### config.mk
export PLATFORM = sky130hd
export DESIGN_NAME = button_event_fsm
export DESIGN_NICKNAME = d
export VERILOG_FILES = /design/src/rtl/button_pkg.sv /design/src/rtl/ms_tick_gen.sv /design/src/rtl/button_event_fsm.sv
export SDC_FILE = /design/constraint.sdc
export NUM_CORES = 1
export LEC_CHECK = 0
export ABC_CLOCK_PERIOD_IN_PS = 2710
export CORE_UTILIZATION = 40
export CTS_CLUSTER_DIAMETER = 60
export DETAILED_ROUTE_END_ITERATION = 8
export PLACE_DENSITY_LB_ADDON = 0.08
export SKIP_LAST_GASP = 1
export SYNTH_ARGS = -nofsm -noshare
export SYNTH_HDL_FRONTEND = slang
export SYNTH_HIERARCHICAL = 1
export SYNTH_SLANG_ARGS = --single-unit
### constraint.sdc
create_clock -name clk -period 2.71 [get_ports clk]
set_input_delay 0.542 -clock clk [delete_from_list [all_inputs] [get_ports clk]]
set_output_delay 0.542 -clock clk [all_outputs]
set_load 0.005 [all_outputs]
### src/rtl/button_pkg.sv
// Shared types and sizing helpers for the button event classifier.
package button_pkg;

    // Classifier states
    typedef enum logic [2:0] {
        IDLE        = 3'd0,
        PRESSED     = 3'd1,
        LONG_HELD   = 3'd2,
        WAIT_GAP    = 3'd3,
        SECOND_HELD = 3'd4
    } btn_state_t;

    // Width of the elapsed-ms counter: enough to hold the largest threshold
    function automatic int unsigned ms_cnt_width(input int unsigned long_ms,
                                                 input int unsigned gap_ms,
                                                 input int unsigned rep_ms);
        int unsigned m;
        m = long_ms;
        if (gap_ms > m) m = gap_ms;
        if (rep_ms > m) m = rep_ms;
        return $clog2(m + 1);
    endfunction

    // Terminal count of the millisecond prescaler
    function automatic int unsigned presc_last(input int unsigned clk_freq);
        return (clk_freq / 1000) - 1;
    endfunction

    // Prescaler counter width, never below one bit
    function automatic int unsigned presc_width(input int unsigned clk_freq);
        return ((clk_freq / 1000) > 1) ? $clog2(clk_freq / 1000) : 1;
    endfunction

endpackage

### src/rtl/ms_tick_gen.sv
// Free-running millisecond enable generator: ms_tick is a one-cycle
// strobe at each prescaler wrap. It is an enable, not a derived clock.
module ms_tick_gen
    import button_pkg::*;
#(
    parameter int unsigned CLK_FREQ = 50_000_000
) (
    input  logic clk,
    input  logic rst_a_n,
    output logic ms_tick
);

    localparam int unsigned          PRESC_W    = presc_width(CLK_FREQ);
    localparam logic [PRESC_W-1:0]   PRESC_LAST = PRESC_W'(presc_last(CLK_FREQ));

    logic [PRESC_W-1:0] presc_cnt;

    // Prescaler counts 0..PRESC_LAST and flags the wrap one cycle later
    always_ff @(posedge clk or negedge rst_a_n) begin
        if (!rst_a_n) begin
            presc_cnt <= '0;
            ms_tick   <= 1'b0;
        end else begin
            if (presc_cnt == PRESC_LAST) begin
                presc_cnt <= '0;
            end else begin
                presc_cnt <= presc_cnt + PRESC_W'(1);
            end
            ms_tick <= (presc_cnt == PRESC_LAST);
        end
    end

endmodule

### src/rtl/button_event_fsm.sv
// Classifies the debounced button level into one-clk event strobes:
// short press, long press, double press and optional auto-repeat.
// Build option: define BTN_REPEAT_EN to include the auto-repeat logic;
// otherwise repeat_pulse is tied low.
module button_event_fsm
    import button_pkg::*;
#(
    parameter int unsigned CLK_FREQ      = 50_000_000,
    parameter int unsigned LONG_PRESS_MS = 1000,
    parameter int unsigned DOUBLE_GAP_MS = 300,
    parameter int unsigned REPEAT_MS     = 200
) (
    input  logic clk,
    input  logic rst_a_n,
    input  logic button_in,
    output logic btn_level,
    output logic short_press,
    output logic long_press,
    output logic double_press,
    output logic repeat_pulse
);

    localparam int unsigned           MS_CNT_W   = ms_cnt_width(LONG_PRESS_MS, DOUBLE_GAP_MS, REPEAT_MS);
    localparam logic [MS_CNT_W-1:0]   LONG_LAST  = MS_CNT_W'(LONG_PRESS_MS - 1);
    localparam logic [MS_CNT_W-1:0]   GAP_LAST   = MS_CNT_W'(DOUBLE_GAP_MS - 1);
    localparam logic [MS_CNT_W-1:0]   MS_CNT_MAX = '1;
`ifdef BTN_REPEAT_EN
    localparam logic [MS_CNT_W-1:0]   REP_LAST   = MS_CNT_W'(REPEAT_MS - 1);
`endif

    logic                sync_meta;
    logic                btn_prev;
    logic                rise_c;
    logic                fall_c;
    logic                ms_tick;
    btn_state_t          state;
    btn_state_t          state_nxt;
    logic [MS_CNT_W-1:0] ms_cnt;
    logic [MS_CNT_W-1:0] ms_cnt_nxt;
    logic                short_nxt;
    logic                long_nxt;
    logic                double_nxt;
`ifdef BTN_REPEAT_EN
    logic                repeat_nxt;
`endif

    ms_tick_gen #(
        .CLK_FREQ (CLK_FREQ)
    ) u_ms_tick_gen (
        .clk     (clk),
        .rst_a_n (rst_a_n),
        .ms_tick (ms_tick)
    );

    // Two-flop synchronizer followed by the edge-detect register
    always_ff @(posedge clk or negedge rst_a_n) begin
        if (!rst_a_n) begin
            sync_meta <= 1'b0;
            btn_level <= 1'b0;
            btn_prev  <= 1'b0;
        end else begin
            sync_meta <= button_in;
            btn_level <= sync_meta;
            btn_prev  <= btn_level;
        end
    end

    assign rise_c = btn_level & ~btn_prev;
    assign fall_c = ~btn_level & btn_prev;

    // Next-state, elapsed-ms counter and strobe decode
    always_comb begin
        state_nxt  = state;
        ms_cnt_nxt = ms_cnt;
        short_nxt  = 1'b0;
        long_nxt   = 1'b0;
        double_nxt = 1'b0;
`ifdef BTN_REPEAT_EN
        repeat_nxt = 1'b0;
`endif

        if (ms_tick && (ms_cnt != MS_CNT_MAX)) begin
            ms_cnt_nxt = ms_cnt + MS_CNT_W'(1);
        end

        case (state)
            IDLE: begin
                if (rise_c) begin
                    state_nxt = PRESSED;
                end
            end
            PRESSED: begin
                if (fall_c) begin
                    state_nxt = WAIT_GAP;
                end else if (ms_tick && (ms_cnt == LONG_LAST)) begin
                    long_nxt  = 1'b1;
                    state_nxt = LONG_HELD;
                end
            end
            LONG_HELD: begin
                if (fall_c) begin
                    state_nxt = IDLE;
                end
`ifdef BTN_REPEAT_EN
                else if (ms_tick && (ms_cnt == REP_LAST)) begin
                    repeat_nxt = 1'b1;
                    ms_cnt_nxt = '0;
                end
`endif
            end
            WAIT_GAP: begin
                // A new press beats a gap timeout landing in the same cycle
                if (rise_c) begin
                    double_nxt = 1'b1;
                    state_nxt  = SECOND_HELD;
                end else if (ms_tick && (ms_cnt == GAP_LAST)) begin
                    short_nxt = 1'b1;
                    state_nxt = IDLE;
                end
            end
            SECOND_HELD: begin
                if (fall_c) begin
                    state_nxt = IDLE;
                end
            end
            default: begin
                state_nxt = IDLE;
            end
        endcase

        if (state_nxt != state) begin
            ms_cnt_nxt = '0;
        end
    end

    // State, elapsed counter and registered strobes
    always_ff @(posedge clk or negedge rst_a_n) begin
        if (!rst_a_n) begin
            state        <= IDLE;
            ms_cnt       <= '0;
            short_press  <= 1'b0;
            long_press   <= 1'b0;
            double_press <= 1'b0;
        end else begin
            state        <= state_nxt;
            ms_cnt       <= ms_cnt_nxt;
            short_press  <= short_nxt;
            long_press   <= long_nxt;
            double_press <= double_nxt;
        end
    end

`ifdef BTN_REPEAT_EN
    // Auto-repeat strobe register
    always_ff @(posedge clk or negedge rst_a_n) begin
        if (!rst_a_n) begin
            repeat_pulse <= 1'b0;
        end else begin
            repeat_pulse <= repeat_nxt;
        end
    end
`else
    assign repeat_pulse = 1'b0;
`endif

endmodule

# == Word level (Yosys, flattened, before mapping) ==
# Cells that the tools add are included.
# W data, S select, Z words.
# word_totals
input_bits,3
out_inout_bits,5
ff_bits,36
elab_cells,49
# classes
n_mux,18
n_eq_ne,9
bitwise,4
n_addsub,2
n_reduce_logical,6
# op_table
cell,count
$mux W10,2
$mux W3,6
$add A16 B1 Y16 const B,1
$eq A16 B16 Y1 const B,1
$mux W16,1
$pmux W3 S4,1
$add A10 B1 Y10 const B,1
$eq A10 B10 Y1 const B,1
$eq A10 B9 Y1 const B,1
$ne A10 B10 Y1 const B,1
$mux W1,8
$eq A3 B2 Y1 const B,2
$eq A3 B1 Y1 const B,1
$eq A3 B3 Y1 const B,1
$logic_and A1 B1 Y1,3
$logic_not A3 Y1,1
$ne A3 B3 Y1,1
$and A1 B1 Y1,2
$not A1 Y1,2
$reduce_bool A2 Y1,1
$reduce_or A2 Y1,1

# == Longest topological paths before layout ==
# Gate-level depths: netlist of run 1.
# logic_depth
word_depth,7
depth_mapped,7
ltp_nobuf,6

# == Modules after synthesis ==
# Netlist of run 1, hierarchy kept.
# by_module_without_submodules
mod,instances,area_per_inst_um2,cells_per_inst
button_event_fsm,1,1028.5,107
ms_tick_gen,1,787.0,68

# == Worst setup path before layout of run 1 ==
# OpenSTA, ideal clock, no wires.
# synth_timing
kind,reg-to-reg
startpoint,register ms_cnt[4]
endpoint,register ms_cnt[3]
setup_slack_ps,807
period_less_slack_ps,1903
arrival_time_ps,1774
path_buffers,0
required_ps,2581
setup_ps,129
stages_incl_launch_ff,6
cell_sequence,dfrtp_1 > or4b_1 > or4_1 > nand3_2 > a21boi_4 > nor3_2
# synth_between
elab_chain_len,7
# synth_rtl
item,line,rtl
"start, declared",button_event_fsm.sv:38,logic [MS_CNT_W-1:0] ms_cnt;
"start signal, assigned",button_event_fsm.sv:146,ms_cnt <= ms_cnt_nxt;
$eq A10 B9 Y1 or $eq A10 B10 Y1 (tied branches),"button_event_fsm.sv:116, button_event_fsm.sv:95",
"$logic_and A1 B1 Y1, on equally long branches","button_event_fsm.sv:116, button_event_fsm.sv:95",
"$mux W3, on equally long branches","button_event_fsm.sv:116, button_event_fsm.sv:95",
"$mux W3, on equally long branches","button_event_fsm.sv:113, button_event_fsm.sv:93",
$pmux W3 S4,button_event_fsm.sv:86,case (state)
$ne A3 B3 Y1,button_event_fsm.sv:131,if (state_nxt != state) begin
$mux W10 or $reduce_bool A2 Y1 (tied branches),--,
# Several ways; a longest one is shown, not always the timed one.
# A chain may end at the register's enable or synchronous reset.

# == Final worst setup path of run 1 ==
# layout_timing
startpoint,register ms_cnt[4]
endpoint,register ms_cnt[1]
# The elaborated chain is that of the path after synthesis.

==> results by group, run 1 <==
Global routing
  – Pin count of the biggest net entering global routing: 37
  – Met3 Usage GRT: 3.49%
  – Number of antenna violations at the first check in global routing: 0
  – Most Used Layer, Global Route: met2
  – GR Util All Layers: 14.7%
  – Global-route wire length before repair: 5660 microns
  – Met1 GRT Util: 18.4%
  – Global Route met2 Usage: 25.0%
  – Total gr overflow: 0
  – Vias in the first global route: 1230

Timing
  – Number of setup violations in the final report: 0
  – Pin slew with the least headroom to its limit: 0.785 ns
  – RSZ-0062 raised after global routing: no
  – Minimum clock period after layout: 2.09 ns
  – Worst Hold Margin: 0.341 ns
  – Layout Skew: 0.00571 ns
  – Final hold vios: 0
  – Slew Limit Headroom: 47.6%
  – Least setup slack across all paths after layout: 0.622 ns
  – Count of pins over their slew limit: 0
  – Post-Route Setup TNS: 0 ns
  – Period Utilization, post-route: 77.0%
  – Top achievable clock speed: 479 MHz

Final layout
  – Register containing the most flip-flops in the final layout: u_ms_tick_gen/presc_cnt
  – Post-synthesis to final-layout area growth: 8.48%
  – Total non-filler cell area in the finished layout: 0.00197 sq mm
  – Number of flip-flops under the largest register name: 16
  – Net count reported at finish: 189
  – Fill cell instance count of the final layout: 393
  – Largest registers: u_ms_tick_gen/presc_cnt x16, ms_cnt x10, state x3
  – Share of final-layout standard cells stronger than drive strength 1: 9.19%
  – Count of antenna diodes in the layout: 0

Synthesis
  – Seq/Total Area, Yosys: 49.6%
  – Number of warning messages in the yosys log: 6
  – Number of synthesized flops with an enable pin: 0
  – Synth cell types: 52
  – Most frequently used flop master after synthesis: sky130_fd_sc_hd__dfrtp_1
  – Synthesized net count: 180
  – Per-instance average area after synthesis: 10.4 sq um
  – Cell area after synthesis: 0.00182 sq mm
  – Share of synthesized flip-flops with an asynchronous set or reset: 100%
  – Synthesized instance count: 175
  – Flop and latch count out of synthesis: 36

Clock tree
  – Worst skew pair latency: 0.28 ns
  – Clk pin slew, worst setup/hold paths: 0.07 ns
  – Hold Buf Count CTS: 0
  – Cts bufs inserted: 5
  – Buffers inserted by post-CTS timing repair: 0
  – Clock sinks: 36
  – Longest Clk Path Bufs: 2
  – Post-cts resize count: 0
  – Clock root buffer: sky130_fd_sc_hd__clkbuf_8
  – H-tree level count: 2
  – Clock tree from TritonCTS: built

Setup path
  – Category of the most critical setup path: reg2reg
  – Source of the worst register-to-register timing path: ms_cnt[4]
  – Worst path max stage delay: 0.52 ns
  – Cells traversed along the worst timing path: or4b_1 > or4_1 > nand3_2 > a21boi_4 > nor2_1
  – Worst setup startpoint: ms_cnt[4]
  – Slowest-stage cell, CP: sky130_fd_sc_hd__or4b_1
  – CP Capture Type: register
  – CP required: 2.87 ns
  – Crit Path Max Fanout: 10
  – Arrival time of data at the critical path endpoint: 2.25 ns
  – Critical Path Start Type: register

Floorplan
  – Placement Rows: 24
  – Std-Cell Core Area: 0.00435 sq mm
  – Initial cell density of the core: 41.7%
  – Die height: 69.4 microns
  – Die area: 0.00481 sq mm
  – Horizontal die dimension: 69.4 microns
  – I/O pin total: 8

Route
  – Routed wire per std cell: 13.5 microns
  – Number of detailed-routing iterations run before antenna repair: 4
  – Initial DRC Count: 70
  – Final antenna-violating net count: 0
  – Vias after detailed routing: 1277
  – DRC Markers: 0
  – Mean number of vias per cell: 5.39
  – Post-Route WL: 3210 microns

Power and ir drop
  – Share of power burned in registers: 51.8%
  – Switching Share: 26.9%
  – Maximum ir drop on the vdd rail: 0.000350 V
  – Internal power: 0.827 mW
  – Total power density per cell area: 574 mW/mm^2
  – Clock share of power: 33.7%
  – Share of total power in combinational logic: 14.5%
  – Leakage: 0.831 nW
  – Power dissipated by switching net loads: 0.304 mW

Job
  – Count of max-cap constraint violations: 0

Place
  – GP Congestion: 0.813
  – Post-Place Worst Slack: 0.606 ns
  – Post-DP HPWL: 2200 microns
  – Count of input and output buffers: 6
  – DP Area: 0.00188 sq mm

Outcome
  – Status: complete, no violations

Hold path
  – Hold WC Path Type: in2async
kinds of logic (layout without fill, tap and decap cells):
kind of cell / Yosys count / in the layout / share of synthesized area (%)
xor gates and xnor gates: 14 / 14 / 6.75
muxes: 3 / 3 / 1.65
AOI/OAI and AO/OA: 20 / 20 / 7.65
other: 1 / 1 / 0.207
buffers and inverters: 8 / 18 / 3.93
adders and majority gates: 3 / 3 / 1.93
DFF: 36 / 36 / 49.6
and+or+nand+nor: 90 / 90 / 28.3
cells in the final DEF, fill, tap and decap left out, types with 4 or more instances in the layout:
cell                              instances
sky130_fd_sc_hd__nand2_1                 14
sky130_fd_sc_hd__clkbuf_8                 6
sky130_fd_sc_hd__clkdlybuf4s50_1          5
sky130_fd_sc_hd__nor3_1                   6
sky130_fd_sc_hd__xor2_1                   9
sky130_fd_sc_hd__nor2_1                  24
sky130_fd_sc_hd__a21oi_1                  5
sky130_fd_sc_hd__and4_1                   4
sky130_fd_sc_hd__inv_1                    4
sky130_fd_sc_hd__xnor2_1                  5
sky130_fd_sc_hd__o21ai_0                  5
sky130_fd_sc_hd__nand4_1                  4
sky130_fd_sc_hd__dfrtp_1                 36
sky130_fd_sc_hd__nand3_1                  9
sky130_fd_sc_hd__nand2b_1                 4
power groups by stage:
stage / registers, mW / clock network [mW] / logic, mW
finish: 0.585 / 0.381 / 0.164
global route: 0.590 / 0.420 / 0.185
CTS: 0.585 / 0.397 / 0.168
detailed placement: 0.595 / 0 / 0.167
global placement: 0.595 / 0 / 0.167
floorplan: 0.589 / 0 / 0.123
stage by stage:
stage | power (mW) | utilization [%] | cells
floorplan | 0.711 | - | 175
global placement | 0.761 | 43.2 | 229
detailed placement | 0.762 | 43.2 | 229
CTS | 1.15 | 45.2 | 237
global route | 1.19 | 45.2 | 237
finish | 1.13 | 45.2 | 237
synthesized netlist by cell type, types with 4 or more instances:
cell type,n,share of area (%)
sky130_fd_sc_hd__dfrtp_1,36,50
sky130_fd_sc_hd__nor2_1,24,5.0
sky130_fd_sc_hd__nand2_1,14,2.9
sky130_fd_sc_hd__nand3_1,9,2.5
sky130_fd_sc_hd__xor2_1,9,4.3
sky130_fd_sc_hd__nor3_1,6,1.7
sky130_fd_sc_hd__a21oi_1,5,1.4
sky130_fd_sc_hd__o21ai_0,5,1.4
sky130_fd_sc_hd__xnor2_1,5,2.4
sky130_fd_sc_hd__and4_1,4,1.9
sky130_fd_sc_hd__inv_1,4,0.83
sky130_fd_sc_hd__nand2b_1,4,1.4
sky130_fd_sc_hd__nand4_1,4,1.4
worst max-delay path: cells and delay by family (launching register included):
kind             cells  cell delay, ns
flip-flops           1            0.44
AO/OA/AOI/OAI        1            0.33
AND/OR/NAND/NOR      4            1.20
cell type report:
cell class / instances / area, sq um / area share (%)
flip-flops and latches: 36 / 901 / 45.7
well taps: 52 / 65.1 / 3.30
clock buffers: 8 / 90.1 / 4.57
multi-input cells: 131 / 843 / 42.8
inverters: 4 / 15.0 / 0.762
repair buffers: 6 / 55.1 / 2.80
worst paths after layout:
kind                                              endpoint  slack (ns)  cells past startpoint
worst max-delay path                             ms_cnt[1]        0.62                      5
worst min-delay path                             ms_cnt[9]        0.34                      1
worst max register to register                   ms_cnt[1]        0.62                      5
worst min register to register                   btn_level        0.36                      0
max in group asynchronous       u_ms_tick_gen/presc_cnt[4]        1.87                      1
min in group clk                                 btn_level        0.36                      0
per-layer routing:
metal / up-vias / wire, microns
met2: 15 / 1580
li1: 635 / -
met1: 625 / 1530
met3: 2 / 82
met5: - / 0
met4: 0 / 14
Note: power is estimated with default switching activity, not from simulation.
==> run 2: changes to the inputs <==
- ABC_CLOCK_PERIOD_IN_PS: 2710 -> 1710
- clock period: 2.71 -> 1.71 ns (I/O delays scaled with it)
==> run 2 against run 1 <==
  * The run now ends with setup timing left
  * Clock-buffer cell count decreased by 3
  * Die area unchanged
  * Total power rose by 86%
  * Sequential power is 53% higher
  * Worst hold slack better by 0.024 ns
  * Routed wire length is 6.8% higher
  * Critical path type unchanged
  * Highest routed layer unchanged
==> results by group, run 2 (synthesis gave the netlist of run 1 again) <==
Outcome
  – Status: finished, violations left
  – Violations in the final reports: setup timing

Final layout
  – Fill cell instance count of the final layout: 366 (-6.9%)
  – Net count reported at finish: 220 (+16%)
  – Final instance count without filler cells: 268 (+13%)
  – Commonest cells after routing, fill and taps aside: sky130_fd_sc_hd__dfrtp_1 (36), sky130_fd_sc_hd__buf_4 (28), sky130_fd_sc_hd__nor2_1 (24)
  – Largest registers: u_ms_tick_gen/presc_cnt x16, ms_cnt x10, state x3
  – Post-synthesis to final-layout area growth: 25.8%
  – Register containing the most flip-flops in the final layout: u_ms_tick_gen/presc_cnt
  – Commonest non-fill, non-tap cell in the layout: sky130_fd_sc_hd__dfrtp_1
  – Number of flip-flops under the largest register name: 16 (unchanged)
  – Total non-filler cell area in the finished layout: 0.00228 sq mm (+16%)
  – Share of final-layout standard cells stronger than drive strength 1: 25.5% (+16 points)
  – Count of antenna diodes in the layout: 0 (unchanged)

Place
  – DP Area: 0.00212 sq mm (+13%)
  – GP Congestion: 0.910 (+12%)
  – Count of input and output buffers: 6 (unchanged)
  – Placed instance count: 258 (+13%)
  – Post-DP HPWL: 2460 microns (+12%)

Power and ir drop
  – Leakage: 0.996 nW (+20%)
  – Total power density per cell area: 919 mW/mm^2 (+60%)
  – Maximum ir drop on the vdd rail: 0.000469 V (+34%)
  – Power, Total: 2.10 mW (+86%)

Clock tree
  – Clk pin slew, worst setup/hold paths: 0.08 ns (about the same)
  – Worst skew pair latency: 0.29 ns (about the same)
  – Longest Clk Path Bufs: 2 (unchanged)
  – Clock sinks: 36 (unchanged)
  – Cts bufs inserted: 5 (unchanged)
  – Clock root buffer: sky130_fd_sc_hd__clkbuf_8
  – Clock tree from TritonCTS: built
  – H-tree level count: 2 (unchanged)
  – Hold Buf Count CTS: 0 (unchanged)

Route
  – Mean number of vias per cell: 5.21 (-3.3%)
  – Number of detailed-routing iterations run before antenna repair: 4 (unchanged)
  – Routed wire per std cell: 12.8 microns (-5.6%)
  – Vias after detailed routing: 1396 (+9.3%)
  – Initial DRC Count: 76 (+8.6%)
  – DRC Markers: 0 (unchanged)
  – Final antenna-violating net count: 0 (unchanged)
  – Post-Route WL: 3430 microns (+6.8%)

Timing
  – Count of pins over their slew limit: 0 (unchanged)
  – Layout Skew: 0.00923 ns (+0.00352 ns)
  – Pin slew with the least headroom to its limit: 0.503 ns (-0.282 ns)
  – Minimum clock period after layout: 1.89 ns (-0.195 ns)
  – Top achievable clock speed: 528 MHz (+10%)
  – Period Utilization, post-route: 111% (+34 points)
  – RSZ-0062 raised after global routing: yes
  – Least setup slack across all paths after layout: -0.183 ns (-0.805 ns)
  – Final hold vios: 0 (unchanged)
  – Slew Limit Headroom: 66.4% (+19 points)
  – Number of setup violations in the final report: 11 (+11)

Setup path
  – Logic depth of the worst register-to-register path: 6 (+1)
  – Worst path max stage delay: 0.51 ns (about the same)
  – Slowest-stage cell, CP: sky130_fd_sc_hd__or4b_1
  – Cell family with the largest share of critical-path delay: simple AND/OR/NAND/NOR gates
  – Crit. path cell count: 6 (+1)
  – Buffer and inverter count on the worst path: 1 (+1)
  – Crit Path Max Fanout: 10 (unchanged)
  – CP required: 1.88 ns (-0.99 ns)
  – Cells traversed along the worst timing path: or4b_1 > or4_4 > nand3_2 > a21boi_4 > buf_12 > a311oi_1
  – Category of the most critical setup path: reg2reg
  – CP Capture Type: register
  – Arrival time of data at the critical path endpoint: 2.07 ns (-0.18 ns)
  – Critical Path Start Type: register

Global routing
  – Most Used Layer, Global Route: met2
  – Global-route wire length before repair: 5990 microns (+5.9%)
  – Global Route met2 Usage: 26.0% (+0.97 points)
  – Total gr overflow: 0 (unchanged)
  – GR Util All Layers: 15.7% (+1.0 points)
  – Number of antenna violations at the first check in global routing: 0 (unchanged)
  – Met1 GRT Util: 19.0% (+0.61 points)
  – Pin count of the biggest net entering global routing: 37 (unchanged)
  – Vias in the first global route: 1390 (+13%)
  – Met3 Usage GRT: 4.94% (+1.5 points)

Floorplan
  – Initial cell density of the core: 41.7% (unchanged)
  – I/O pin total: 8 (unchanged)
  – Placement Rows: 24 (unchanged)
  – Die area: 0.00481 sq mm (unchanged)
  – Std-Cell Core Area: 0.00435 sq mm (unchanged)
  – Die height: 69.4 microns (unchanged)
  – Horizontal die dimension: 69.4 microns (unchanged)

Hold path
  – Hold Crit Depth: 0
  – Hold WC Path Type: reg2reg

Job
  – Count of max-cap constraint violations: 0 (unchanged)
## run 2: per-layer routing
metal / vias up / share of wire (%) / wire length, microns
met1: 682 / 46 / 1570
met3: 6 / 3.1 / 105
met5: - / 0 / 0
met4: 0 / 1.9 / 65
met2: 18 / 49 / 1680
li1: 690 / - / -
## run 2: timing repair
item	CTS	global route
gates resized for setup	1	8
buffers inserted	0	2
gates cloned	0	0
setup endpoints to repair	11	12
pin swaps	0	5
## run 2: area by class of cell
cell class | instances | area, sq um | share of cell area, %
Clock buffer | 5 | 68.8 | 3.01
Clock inverter | 3 | 42.5 | 1.86
Inverter | 4 | 15.0 | 0.658
Multi-Input combinational cell | 131 | 878 | 38.5
Sequential cell | 36 | 901 | 39.5
Tap cell | 52 | 65.1 | 2.85
Timing Repair Buffer | 37 | 313 | 13.7
## run 2: path summary, 6_finish.rpt
kind,start,end,slack (ns)
worst max-delay path,ms_cnt[4],ms_cnt[2],-0.18
worst min-delay path,sync_meta,btn_level,0.37
worst max register to register,ms_cnt[4],ms_cnt[2],-0.18
worst min register to register,sync_meta,btn_level,0.37
max in group asynchronous,rst_a_n,u_ms_tick_gen/presc_cnt[1],0.92
min in group asynchronous,rst_a_n,ms_cnt[9],0.45
## run 2: where the power goes
part	leakage [nW]	internal, mW	switching, mW	total [mW]
sequential	0.478	0.881	0.0123	0.894
clock	0.0541	0.431	0.312	0.744
combinational	0.463	0.234	0.228	0.462
total	0.996	1.55	0.553	2.10
## run 2: per-stage QoR
step	setup TNS, ns	hold WS [ns]	utilization [%]	setup WS (ns)
2_1_floorplan	-1.60	0.0464	-	-0.172
3_3_place_gp	-1.47	0.335	48.6	-0.158
3_5_place_dp	-1.65	0.350	48.6	-0.182
4_1_cts	-1.76	0.368	51.2	-0.189
5_1_grt	-2.56	0.377	52.4	-0.253
6_report	-1.71	0.365	52.4	-0.183
==> run 3: changes to the inputs <==
- CORE_MARGIN: unset -> 2
- CTS_BUF_LIST: unset -> sky130_fd_sc_hd__clkbuf_4 sky130_fd_sc_hd__clkbuf_8
- GPL_TIMING_DRIVEN: unset -> 0
==> run 3 against run 2 <==
  * The run still ends with setup timing left
  * Sequential share of layout area increased by 2.8 points
  * Via count decreased by 5.7%
  * Combinational power decreased by 23%
  * Core utilization down 3.4 points
  * Largest cell class unchanged
==> results by group, run 3 (synthesis gave the netlist of run 1 again) <==
Timing
  – Layout Skew: 0.0104 ns (+0.00120 ns)
  – Number of setup violations in the final report: 10 (-1)
  – Minimum clock period after layout: 1.96 ns (+0.0692 ns)
  – Slew Limit Headroom: 48.2% (-18 points)
  – Least setup slack across all paths after layout: -0.252 ns (-0.0692 ns)
  – Top achievable clock speed: 510 MHz (-3.5%)
  – Count of pins over their slew limit: 0 (unchanged)
  – RSZ-0062 raised after global routing: yes
  – Worst Hold Margin: 0.125 ns (-0.240 ns)
  – Final hold vios: 0 (unchanged)
  – Period Utilization, post-route: 115% (+4.0 points)
  – Pin slew with the least headroom to its limit: 0.777 ns (+0.274 ns)

Setup path
  – Source of the worst register-to-register timing path: ms_cnt[4]
  – Cells traversed along the worst timing path: or4b_1 > or4_4 > nand3_4 > a21boi_4 > buf_12 > a311oi_1
  – Category of the most critical setup path: reg2reg
  – Register-to-register setup slack: -0.25 ns (-0.07 ns)
  – Arrival time of data at the critical path endpoint: 2.13 ns (+0.06 ns)
  – Buffer and inverter count on the worst path: 1 (unchanged)
  – Crit Path Max Fanout: 10 (unchanged)
  – Slowest-stage cell, CP: sky130_fd_sc_hd__or4b_1
  – Endpoint of the worst register-to-register path: ms_cnt[2]
  – CP required: 1.87 ns (about the same)
  – Worst path max stage delay: 0.52 ns (about the same)
  – Cell family with the largest share of critical-path delay: simple AND/OR/NAND/NOR gates
  – CP Capture Type: register
  – Critical Path Start Type: register
  – Logic depth of the worst register-to-register path: 6 (unchanged)

Outcome
  – Status: finished, violations left
  – Violations in the final reports: setup timing

Place
  – Count of input and output buffers: 6 (unchanged)
  – GP Congestion: 0.793 (-13%)
  – DP Area: 0.00194 sq mm (-8.4%)
  – Placed instance count: 233 (-9.7%)
  – Post-DP HPWL: 2200 microns (-11%)

Floorplan
  – Placement Rows: 24 (unchanged)
  – Std-Cell Core Area: 0.00435 sq mm (unchanged)
  – Die area: 0.00509 sq mm (+5.8%)
  – Die height: 71.4 microns (+2.9%)
  – Initial cell density of the core: 41.7% (unchanged)
  – I/O pin total: 8 (unchanged)
  – Horizontal die dimension: 71.4 microns (+2.9%)

Power and ir drop
  – Leakage: 0.900 nW (-9.6%)
  – Total power density per cell area: 948 mW/mm^2 (+3.1%)
  – Power, Total: 2.02 mW (-3.6%)
  – Maximum ir drop on the vdd rail: 0.000360 V (-23%)

Global routing
  – Vias in the first global route: 1346 (-3.2%)
  – Total gr overflow: 0 (unchanged)
  – Pin count of the biggest net entering global routing: 37 (unchanged)
  – Global-route wire length before repair: 5850 microns (-2.3%)
  – GR Util All Layers: 14.5% (-1.2 points)
  – Number of antenna violations at the first check in global routing: 0 (unchanged)

Clock tree
  – Clock sinks: 36 (unchanged)
  – H-tree level count: 2 (unchanged)
  – Worst skew pair latency: 0.29 ns (about the same)
  – Clk pin slew, worst setup/hold paths: 0.08 ns (about the same)
  – Longest Clk Path Bufs: 2 (unchanged)
  – Clock root buffer: sky130_fd_sc_hd__clkbuf_8
  – Clock tree from TritonCTS: built
  – Cts bufs inserted: 5 (unchanged)

Final layout
  – Largest registers: u_ms_tick_gen/presc_cnt x16, ms_cnt x10, state x3
  – Share of final-layout standard cells stronger than drive strength 1: 17.9% (-7.5 points)
  – Total non-filler cell area in the finished layout: 0.00213 sq mm (-6.5%)
  – Commonest cells after routing, fill and taps aside: sky130_fd_sc_hd__dfrtp_1 (36), sky130_fd_sc_hd__nor2_1 (24), sky130_fd_sc_hd__nand2_1 (13)
  – Register Area: 901 sq um (unchanged)
  – Number of flip-flops under the largest register name: 16 (unchanged)
  – Net count reported at finish: 199 (-9.5%)
  – Post-synthesis to final-layout area growth: 17.6%
  – Area of the multi-input gates: 873 sq um (-0.57%)
  – Register containing the most flip-flops in the final layout: u_ms_tick_gen/presc_cnt
  – Commonest non-fill, non-tap cell in the layout: sky130_fd_sc_hd__dfrtp_1
  – Count of antenna diodes in the layout: 0 (unchanged)
  – Share of the core filled with cells: 49.0% (-3.4 points)
  – Final instance count without filler cells: 247 (-7.8%)
  – Fill cell instance count of the final layout: 399 (+9.0%)

Hold path
  – Hold WC Path Type: in2async

Route
  – Final antenna-violating net count: 0 (unchanged)
  – Initial DRC Count: 82 (+7.9%)
  – Vias after detailed routing: 1316 (-5.7%)
  – Number of detailed-routing iterations run before antenna repair: 5 (+1)
  – Post-Route WL: 3220 microns (-6.1%)
  – Routed wire per std cell: 13.0 microns (+1.8%)
  – DRC Markers: 0 (unchanged)
  – Mean number of vias per cell: 5.33 (+2.3%)

Job
  – Count of max-cap constraint violations: 0 (unchanged)
==> run 3: worst register-to-register path, stage by stage, from the launching register on <==
cell and delay, ns:
sky130_fd_sc_hd__dfrtp_1 0.39, sky130_fd_sc_hd__or4b_1 0.52, sky130_fd_sc_hd__or4_4 0.46, sky130_fd_sc_hd__nand3_4 0.09, sky130_fd_sc_hd__a21boi_4 0.19, sky130_fd_sc_hd__buf_12 0.14, sky130_fd_sc_hd__a311oi_1 0.05
==> run 3: layout make-up <==
class                   instances  area share, %
repair buffers                 12           5.28
multi-input cells             131           40.9
plain buffers                   4           2.64
inverters                       4          0.703
flip-flops and latches         36           42.2
clock inverters                 3           1.99
clock buffers                   5           3.22
well taps                      52           3.05
==> run 3: routing by layer <==
metal | vias to the layer above | GRT usage (%) | share of wire (%)
met5 | - | 0 | 0
met4 | 0 | 7.55 | 2.1
met3 | 7 | 3.52 | 3.1
met2 | 21 | 24.8 | 51
met1 | 636 | 16.9 | 44
li1 | 652 | - | -
==> run 3: timing repair <==
item / CTS / global route
setup endpoints to repair: 12 / 13
hold buffers: 0 / 0
buffers inserted: 4 / 2
resized for setup: 1 / 5
cloned: 0 / 0
pin swaps: 0 / 1
==> run 3: per-stage QoR <==
step | worst slack, ns | TNS (ns)
after floorplan | -0.172 | -1.60
after global placement | -0.509 | -21.79
after detailed placement | -0.373 | -3.51
after CTS | -0.256 | -2.41
after global routing | -0.323 | -2.99
final | -0.252 | -2.36
==> run 3: worst max-delay path by stage <==
stage,start,end,slack [ns],depth (start not counted)
floorplan,ms_cnt[4],ms_cnt[9],-0.17,5
global placement,rst_a_n,u_ms_tick_gen/presc_cnt[2],-0.51,1
detailed placement,ms_cnt[4],ms_cnt[2],-0.37,5
CTS,ms_cnt[4],ms_cnt[2],-0.26,6
global route,ms_cnt[4],ms_cnt[2],-0.32,6
finish,ms_cnt[4],ms_cnt[2],-0.25,6
==> run 3: power breakdown <==
group          internal, mW  leakage, nW  switching, mW
registers             0.881        0.478         0.0466
clock network         0.431       0.0541          0.309
logic                 0.178        0.367          0.178
